===== src/rtl/axi4_protocol_monitor.sv =====
// Passive AXI4 protocol monitor: handshake/payload stability, burst-length
// tracking, response legality, orphan/overflow detection, watchdogs and
// outstanding-burst accounting. Violations are reported as sticky bits.
module axi4_protocol_monitor #(
   parameter int unsigned ADDR_W       = 32,
   parameter int unsigned DATA_W       = 32,
   parameter int unsigned MAX_OUTST    = 4,
   parameter int unsigned B_TIMEOUT    = 256,
   parameter int unsigned R_TIMEOUT    = 256,
   parameter int unsigned ALLOW_DECERR = 1,
   parameter int unsigned CNT_W        = 16
) (
   input  logic                         ACLK,
   input  logic                         ARESETn,
   input  logic                         AWVALID,
   input  logic                         AWREADY,
   input  logic [ADDR_W-1:0]            AWADDR,
   input  logic [7:0]                   AWLEN,
   input  logic                         WVALID,
   input  logic                         WREADY,
   input  logic [DATA_W-1:0]            WDATA,
   input  logic                         WLAST,
   input  logic                         BVALID,
   input  logic                         BREADY,
   input  logic [1:0]                   BRESP,
   input  logic                         ARVALID,
   input  logic                         ARREADY,
   input  logic [ADDR_W-1:0]            ARADDR,
   input  logic [7:0]                   ARLEN,
   input  logic                         RVALID,
   input  logic                         RREADY,
   input  logic [DATA_W-1:0]            RDATA,
   input  logic                         RLAST,
   input  logic [1:0]                   RRESP,
   input  logic                         clr_err,
   output logic [11:0]                  err_vec,
   output logic                         err_pulse,
   output logic [3:0]                   first_err,
   output logic [CNT_W-1:0]             wr_done,
   output logic [CNT_W-1:0]             rd_done,
   output logic [$clog2(MAX_OUTST):0]   wr_outst,
   output logic [$clog2(MAX_OUTST):0]   rd_outst
);

   localparam int unsigned PW = $clog2(MAX_OUTST);
   localparam int unsigned OW = PW + 1;
   localparam int unsigned BW = $clog2(B_TIMEOUT + 1);
   localparam int unsigned RW = $clog2(R_TIMEOUT + 1);

   function automatic logic bad_resp(input logic [1:0] resp);
      return (resp == 2'b01) || ((resp == 2'b11) && (ALLOW_DECERR == 0));
   endfunction

   logic hs_aw, hs_w, hs_b, hs_ar, hs_r;
   assign hs_aw = AWVALID & AWREADY;
   assign hs_w  = WVALID  & WREADY;
   assign hs_b  = BVALID  & BREADY;
   assign hs_ar = ARVALID & ARREADY;
   assign hs_r  = RVALID  & RREADY;

   // ---------------- stall / payload history ----------------
   logic aw_stall_q, w_stall_q, b_stall_q, ar_stall_q, r_stall_q;
   logic [ADDR_W+7:0] aw_pl_q, ar_pl_q;
   logic [DATA_W:0]   w_pl_q;
   logic [DATA_W+2:0] r_pl_q;
   logic [1:0]        b_pl_q;

   // Remember last cycle's stall state and payload of every channel
   always_ff @(posedge ACLK or negedge ARESETn) begin
      if (!ARESETn) begin
         aw_stall_q <= 1'b0; w_stall_q <= 1'b0; b_stall_q <= 1'b0;
         ar_stall_q <= 1'b0; r_stall_q <= 1'b0;
         aw_pl_q <= '0; ar_pl_q <= '0; w_pl_q <= '0; r_pl_q <= '0; b_pl_q <= '0;
      end else begin
         aw_stall_q <= AWVALID & ~AWREADY;
         w_stall_q  <= WVALID  & ~WREADY;
         b_stall_q  <= BVALID  & ~BREADY;
         ar_stall_q <= ARVALID & ~ARREADY;
         r_stall_q  <= RVALID  & ~RREADY;
         aw_pl_q    <= {AWADDR, AWLEN};
         ar_pl_q    <= {ARADDR, ARLEN};
         w_pl_q     <= {WDATA, WLAST};
         r_pl_q     <= {RDATA, RLAST, RRESP};
         b_pl_q     <= BRESP;
      end
   end

   // ---------------- write side ----------------
   logic [7:0]    aw_mem [MAX_OUTST];
   logic [PW-1:0] aw_wp, aw_rp;
   logic [OW-1:0] aw_cnt, wr_pend;
   logic [7:0]    w_beat;
   logic          aw_empty, aw_full, w_act, w_last_exp, w_pop, w_lerr, w_orph;
   logic          aw_ovf, aw_wr, aw_rd, b_orph, b_ok;
   logic [7:0]    w_len;

   assign aw_empty   = (aw_cnt == '0);
   assign aw_full    = (aw_cnt == OW'(MAX_OUTST));
   // An AW accepted together with the first W of an empty queue is used directly
   assign w_len      = aw_empty ? AWLEN : aw_mem[aw_rp];
   assign w_act      = hs_w & (~aw_empty | hs_aw);
   assign w_orph     = hs_w & aw_empty & ~hs_aw;
   assign w_last_exp = (w_beat == w_len);
   assign w_pop      = w_act & (WLAST | w_last_exp);
   assign w_lerr     = w_act & (WLAST != w_last_exp);
   assign aw_ovf     = hs_aw & aw_full & ~w_pop;
   assign aw_wr      = hs_aw & ~aw_ovf & ~(aw_empty & w_pop);
   assign aw_rd      = w_pop & ~aw_empty;
   assign b_orph     = hs_b & (wr_pend == '0);
   assign b_ok       = hs_b & ~b_orph;

   // Store accepted AWLEN values
   always_ff @(posedge ACLK) begin
      if (aw_wr) aw_mem[aw_wp] <= AWLEN;
   end

   // Write burst tracking: queue pointers, beat counter, awaiting-B count
   always_ff @(posedge ACLK or negedge ARESETn) begin
      if (!ARESETn) begin
         aw_wp <= '0; aw_rp <= '0; aw_cnt <= '0;
         w_beat <= '0; wr_pend <= '0; wr_done <= '0;
      end else begin
         if (aw_wr) aw_wp <= aw_wp + 1'b1;
         if (aw_rd) aw_rp <= aw_rp + 1'b1;
         aw_cnt <= aw_cnt + OW'(aw_wr) - OW'(aw_rd);
         if (w_pop)      w_beat <= '0;
         else if (w_act) w_beat <= w_beat + 1'b1;
         if (w_pop && !b_ok && wr_pend != '1) wr_pend <= wr_pend + 1'b1;
         else if (!w_pop && b_ok)             wr_pend <= wr_pend - 1'b1;
         if (b_ok) wr_done <= wr_done + 1'b1;
      end
   end

   // ---------------- read side ----------------
   logic [7:0]    ar_mem [MAX_OUTST];
   logic [PW-1:0] ar_wp, ar_rp;
   logic [OW-1:0] ar_cnt;
   logic [7:0]    r_beat;
   logic          ar_empty, ar_full, r_act, r_last_exp, r_pop, r_lerr, r_orph;
   logic          ar_ovf, ar_wr, ar_rd;
   logic [7:0]    r_len;

   assign ar_empty   = (ar_cnt == '0);
   assign ar_full    = (ar_cnt == OW'(MAX_OUTST));
   assign r_len      = ar_empty ? ARLEN : ar_mem[ar_rp];
   assign r_act      = hs_r & (~ar_empty | hs_ar);
   assign r_orph     = hs_r & ar_empty & ~hs_ar;
   assign r_last_exp = (r_beat == r_len);
   assign r_pop      = r_act & (RLAST | r_last_exp);
   assign r_lerr     = r_act & (RLAST != r_last_exp);
   assign ar_ovf     = hs_ar & ar_full & ~r_pop;
   assign ar_wr      = hs_ar & ~ar_ovf & ~(ar_empty & r_pop);
   assign ar_rd      = r_pop & ~ar_empty;

   // Store accepted ARLEN values
   always_ff @(posedge ACLK) begin
      if (ar_wr) ar_mem[ar_wp] <= ARLEN;
   end

   // Read burst tracking: queue pointers, beat counter, completions
   always_ff @(posedge ACLK or negedge ARESETn) begin
      if (!ARESETn) begin
         ar_wp <= '0; ar_rp <= '0; ar_cnt <= '0; r_beat <= '0; rd_done <= '0;
      end else begin
         if (ar_wr) ar_wp <= ar_wp + 1'b1;
         if (ar_rd) ar_rp <= ar_rp + 1'b1;
         ar_cnt <= ar_cnt + OW'(ar_wr) - OW'(ar_rd);
         if (r_pop)      r_beat <= '0;
         else if (r_act) r_beat <= r_beat + 1'b1;
         if (r_pop) rd_done <= rd_done + 1'b1;
      end
   end

   // ---------------- watchdogs ----------------
   logic [BW-1:0] b_wd;
   logic [RW-1:0] r_wd;
   logic          b_to, r_to;

   assign b_to = ~hs_b & (wr_pend != '0) & (b_wd == BW'(B_TIMEOUT - 1));
   assign r_to = ~hs_r & ~ar_empty      & (r_wd == RW'(R_TIMEOUT - 1));

   // Saturating watchdogs; a timeout fires only on the step that reaches the limit
   always_ff @(posedge ACLK or negedge ARESETn) begin
      if (!ARESETn) begin
         b_wd <= '0;
         r_wd <= '0;
      end else begin
         if (hs_b)                                          b_wd <= '0;
         else if (wr_pend != '0 && b_wd != BW'(B_TIMEOUT)) b_wd <= b_wd + 1'b1;
         if (hs_r)                                          r_wd <= '0;
         else if (!ar_empty && r_wd != RW'(R_TIMEOUT))     r_wd <= r_wd + 1'b1;
      end
   end

   // ---------------- error collection ----------------
   logic [11:0] new_err;
   logic [3:0]  first_new;

   // Gather this cycle's violations
   always_comb begin
      new_err     = '0;
      new_err[0]  = aw_stall_q & ~AWVALID;
      new_err[1]  = w_stall_q  & ~WVALID;
      new_err[2]  = ar_stall_q & ~ARVALID;
      new_err[3]  = r_stall_q  & ~RVALID;
      new_err[4]  = b_stall_q  & ~BVALID;
      new_err[5]  = (aw_stall_q & AWVALID & ({AWADDR, AWLEN} != aw_pl_q))
                  | (w_stall_q  & WVALID  & ({WDATA, WLAST} != w_pl_q))
                  | (ar_stall_q & ARVALID & ({ARADDR, ARLEN} != ar_pl_q))
                  | (r_stall_q  & RVALID  & ({RDATA, RLAST, RRESP} != r_pl_q))
                  | (b_stall_q  & BVALID  & (BRESP != b_pl_q));
      new_err[6]  = w_lerr;
      new_err[7]  = r_lerr;
      new_err[8]  = (hs_b & bad_resp(BRESP)) | (hs_r & bad_resp(RRESP));
      new_err[9]  = w_orph | b_orph | r_orph;
      new_err[10] = aw_ovf | ar_ovf;
      new_err[11] = b_to | r_to;
   end

   // Lowest set index of the new violations
   always_comb begin
      first_new = '0;
      for (int unsigned i = 0; i < 12; i++) begin
         if (new_err[11 - i]) first_new = 4'(11 - i);
      end
   end

   // Sticky error vector; a violation coinciding with clear survives it
   always_ff @(posedge ACLK or negedge ARESETn) begin
      if (!ARESETn) begin
         err_vec   <= '0;
         err_pulse <= 1'b0;
         first_err <= '0;
      end else begin
         err_vec   <= (clr_err ? 12'h000 : err_vec) | new_err;
         err_pulse <= |new_err;
         if ((|new_err) && (clr_err || err_vec == '0)) first_err <= first_new;
         else if (clr_err)                             first_err <= '0;
      end
   end

   logic [OW:0] wr_sum;
   assign wr_sum   = {1'b0, aw_cnt} + {1'b0, wr_pend};
   assign wr_outst = wr_sum[OW] ? '1 : wr_sum[OW-1:0];
   assign rd_outst = ar_cnt;

endmodule


===== config.mk =====
export PLATFORM = sky130hd
export DESIGN_NAME = axi4_protocol_monitor
export DESIGN_NICKNAME = d
export VERILOG_FILES = /design/src/rtl/axi4_protocol_monitor.sv
export SDC_FILE = /design/constraint.sdc
export NUM_CORES = 1
export LEC_CHECK = 0
export ABC_AREA = 1
export CELL_PAD_IN_SITES_DETAIL_PLACEMENT = 1
export CELL_PAD_IN_SITES_GLOBAL_PLACEMENT = 2
export CORE_MARGIN = 5
export CORE_UTILIZATION = 34
export CTS_CLUSTER_DIAMETER = 50
export DETAILED_ROUTE_END_ITERATION = 12
export PLACE_DENSITY_LB_ADDON = 0.1
export SYNTH_ARGS = -nofsm -noshare
export SYNTH_HDL_FRONTEND = slang
export SYNTH_SLANG_ARGS = --single-unit

===== constraint.sdc =====
create_clock -name ACLK -period 4.84 [get_ports ACLK]
set_clock_uncertainty 0.15 [all_clocks]
set_input_delay 0.484 -clock ACLK [delete_from_list [all_inputs] [get_ports ACLK]]
set_output_delay 0.484 -clock ACLK [all_outputs]
set_load 0.02 [all_outputs]

==> run summary <==
H-tree depth - 2
ys flop type - dfrtp_1
Final Cycle Share - 84.6%
Max Buffers Root-to-Sink - 3
clock-pin transition on the worst setup and hold timing paths - 0.05 ns
YS warnings - 0
die area - 0.0456 mm^2
initial antenna violation count - 2
Cell Chain, Critical Path - nor2_1, inv_1, nor2_1, clkinv_1, o21ai_0, xor2_1, nand2_1, nor3_1, nand4_1, ha_1, o2111ai_2, o211ai_4, ha_1, inv_1, ha_1, inv_1, fa_1, xnor2_1
Core Box Area - 0.0409 mm^2
hold path cells - 1
Post-synth EDFFs - 64
Layout area overhead - 31.2%
Synth area leader - dfrtp_1
largest net degree at the start of global routing - 108
final WL - 37500 um
final setup fails - 0
GRT Util Overall - 16.6%
Mapped Area - 0.0141 mm^2
Max Slew Vio Count - 0
Req. time, crit path - 5.13 ns
routed wire length per instance - 16.8 um
Final Hold Slack - 0.263 ns
Setup CP Type - reg -> reg
clock root buffer - clkbuf_16
Achievable Freq - 244 MHz
final hold vios - 0
Commonest cells post-synth - dfrtp_1, nand2_1, inv_1
# port buffers - 217
die height - 214 um
post-synthesis cell count - 1396
share of cells above drive strength 1 - 7.23%
R2R Setup Slk - 0.74 ns
Critical Path End Type - flop
DR pass1 iterations - 4
Post-Route Setup TNS - 0 ns
total number of vias - 10200
Tightest Pin Transition - 0.820 ns
CP max FO - 9
leak pwr - 8.33 nW
# rows - 74
gp weighted congestion - 0.775
die boundary width - 214 um
CTS tree - built
Yosys reg bits - 319
startpoint types - flop
# DRC - 0
top cell type's share of synthesized area - 45.3%
top cells by area, synth - dfrtp_1, edfxtp_1, nand2_1
WHS Endpoint - aw_pl_q[16]
Ports - 218
nets - 1862
max-cap violations - 0
reg2reg end - aw_cnt[2]
clock tree sinks - 319
first-pass GRT wire length - 59500 um
worst rel slew slack - 45.3%
CTS Buf Count - 44
Tmin final - 4.10 ns
Yosys cell types - 46
syn_area_per_cell - 10.1 um^2
Avg Vias per Cell - 4.56
Slowest cell on crit path - dfrtp_1
Hold Path Class - in -> reg
CP Buf/Inv Count - 4
ANT nets after route - 0
hpwl dp - 27800 um
Worst Reg2Reg Path Length in Cells - 18
fraction of registers with async set/reset - 79.9%
Top delay family on crit path - adder cells
sequential fraction of the synthesis area - 58.9%
reg-to-reg startpoint - aw_cnt[1]
1st-iter DRT viols - 385
pwr dens - 469 mW/mm^2
Worst Hold Launch - AWADDR[8]
CP arrival - 4.38 ns
status - completed
worst skew pair latency - 0.56 ns
effective utilization at floorplan - 34.4%
postcts setup bufs - 0
CP max stage delay - 0.45 ns
RSZ-0062 raised after global routing - no
maximum VDD drop - 0.470 mV
GRT overflow - 0
Net Count, Synth - 1590
number of global-route vias before repair - 10900
[power by group]
group | leakage, nW | total (mW) | switching [mW] | internal, mW
registers | 3.68 | 3.34 | 0.266 | 3.07
logic | 3.94 | 2.16 | 1.24 | 0.919
clock network | 0.712 | 3.18 | 1.21 | 1.96
[cell usage in the layout (no fill, tap or decap), types with 27 or more instances in the layout]
cell,n
clkbuf_16,45
clkdlybuf4s50_1,216
inv_1,182
nor2_1,168
edfxtp_1,64
xor2_1,70
dfrtp_1,255
xnor2_1,103
nand2_1,255
ha_1,27
o21ai_0,65
nand3_1,50
[what timing repair did]
item / in CTS / in global routing
hold buffers: 1 / 0
endpoints found under the hold margin: 87 / 0
gates resized for setup: 0 / 0
endpoints found under the setup margin: 0 / 0
[registers in the layout, summed over array words and instances (netlist names), 8 cells and up]
name / count
ar_pl_q: 40
aw_pl_q: 40
r_pl_q: 35
w_pl_q: 33
ar_mem: 32
aw_mem: 32
rd_done: 16
wr_done: 16
err_vec: 12
b_wd: 9
r_wd: 9
r_beat: 8
w_beat: 8
[cell families (layout without fill, tap and decap cells)]
| kind of cell | count (synthesis) | count (layout) | share of synthesized area [%] |
|---|---|---|---|
| xor+xnor | 173 | 173 | 10.8 |
| buf+inv | 202 | 508 | 5.50 |
| fa+ha+maj | 31 | 31 | 2.97 |
| simple gates | 554 | 554 | 17.2 |
| compound gates | 117 | 117 | 4.66 |
| flops | 319 | 319 | 58.9 |
| other cells | 0 | 1 | 0 |
[layout make-up]
class / instances / area, um^2
timing repair buffer: 240 / 2360
clock buffer: 63 / 1250
multi-input combinational: 875 / 5010
sequential: 319 / 8300
fill: 4544 / 22400
inverter: 188 / 709
tap: 532 / 666
clock inverter: 17 / 180
antenna: 1 / 2.50
[stage by stage]
stage / setup WS, ns / cell area, um^2 / instances / util (%) / power, mW
CTS: 0.650 / 18500 / 2234 / 45.2 / 8.85
global route: 0.380 / 18500 / 2235 / 45.2 / 9.22
floorplan: 1.11 / 14100 / 1396 / - / 4.65
finish: 0.744 / 18500 / 2235 / 45.2 / 8.68
global placement: 0.684 / 17000 / 2153 / 41.7 / 5.54
detailed placement: 0.616 / 17000 / 2153 / 41.7 / 5.58
[metal layers]
metal	GRT usage [%]	vias up	share of wire, %	routed length, um
li1	-	4981	-	-
met1	21.8	4979	45	17000
met5	0	-	0.035	13
met4	4.98	2	2.3	862
met3	2.94	63	3.5	1320
met2	28.1	173	49	18300
[worst max-delay path by stage]
stage                     start     endpoint  slack [ns]  depth (start not counted)
floorplan           rd_outst[2]  rd_outst[2]        1.11                         18
global placement       AWLEN[4]    aw_cnt[1]        0.68                         16
detailed placement     AWLEN[4]    aw_cnt[1]        0.62                         16
CTS                   aw_cnt[1]    aw_cnt[2]        0.65                         18
global route          aw_cnt[1]    aw_cnt[1]        0.38                         18
finish                aw_cnt[1]    aw_cnt[2]        0.74                         18
Power figures use the tool's default switching activity.
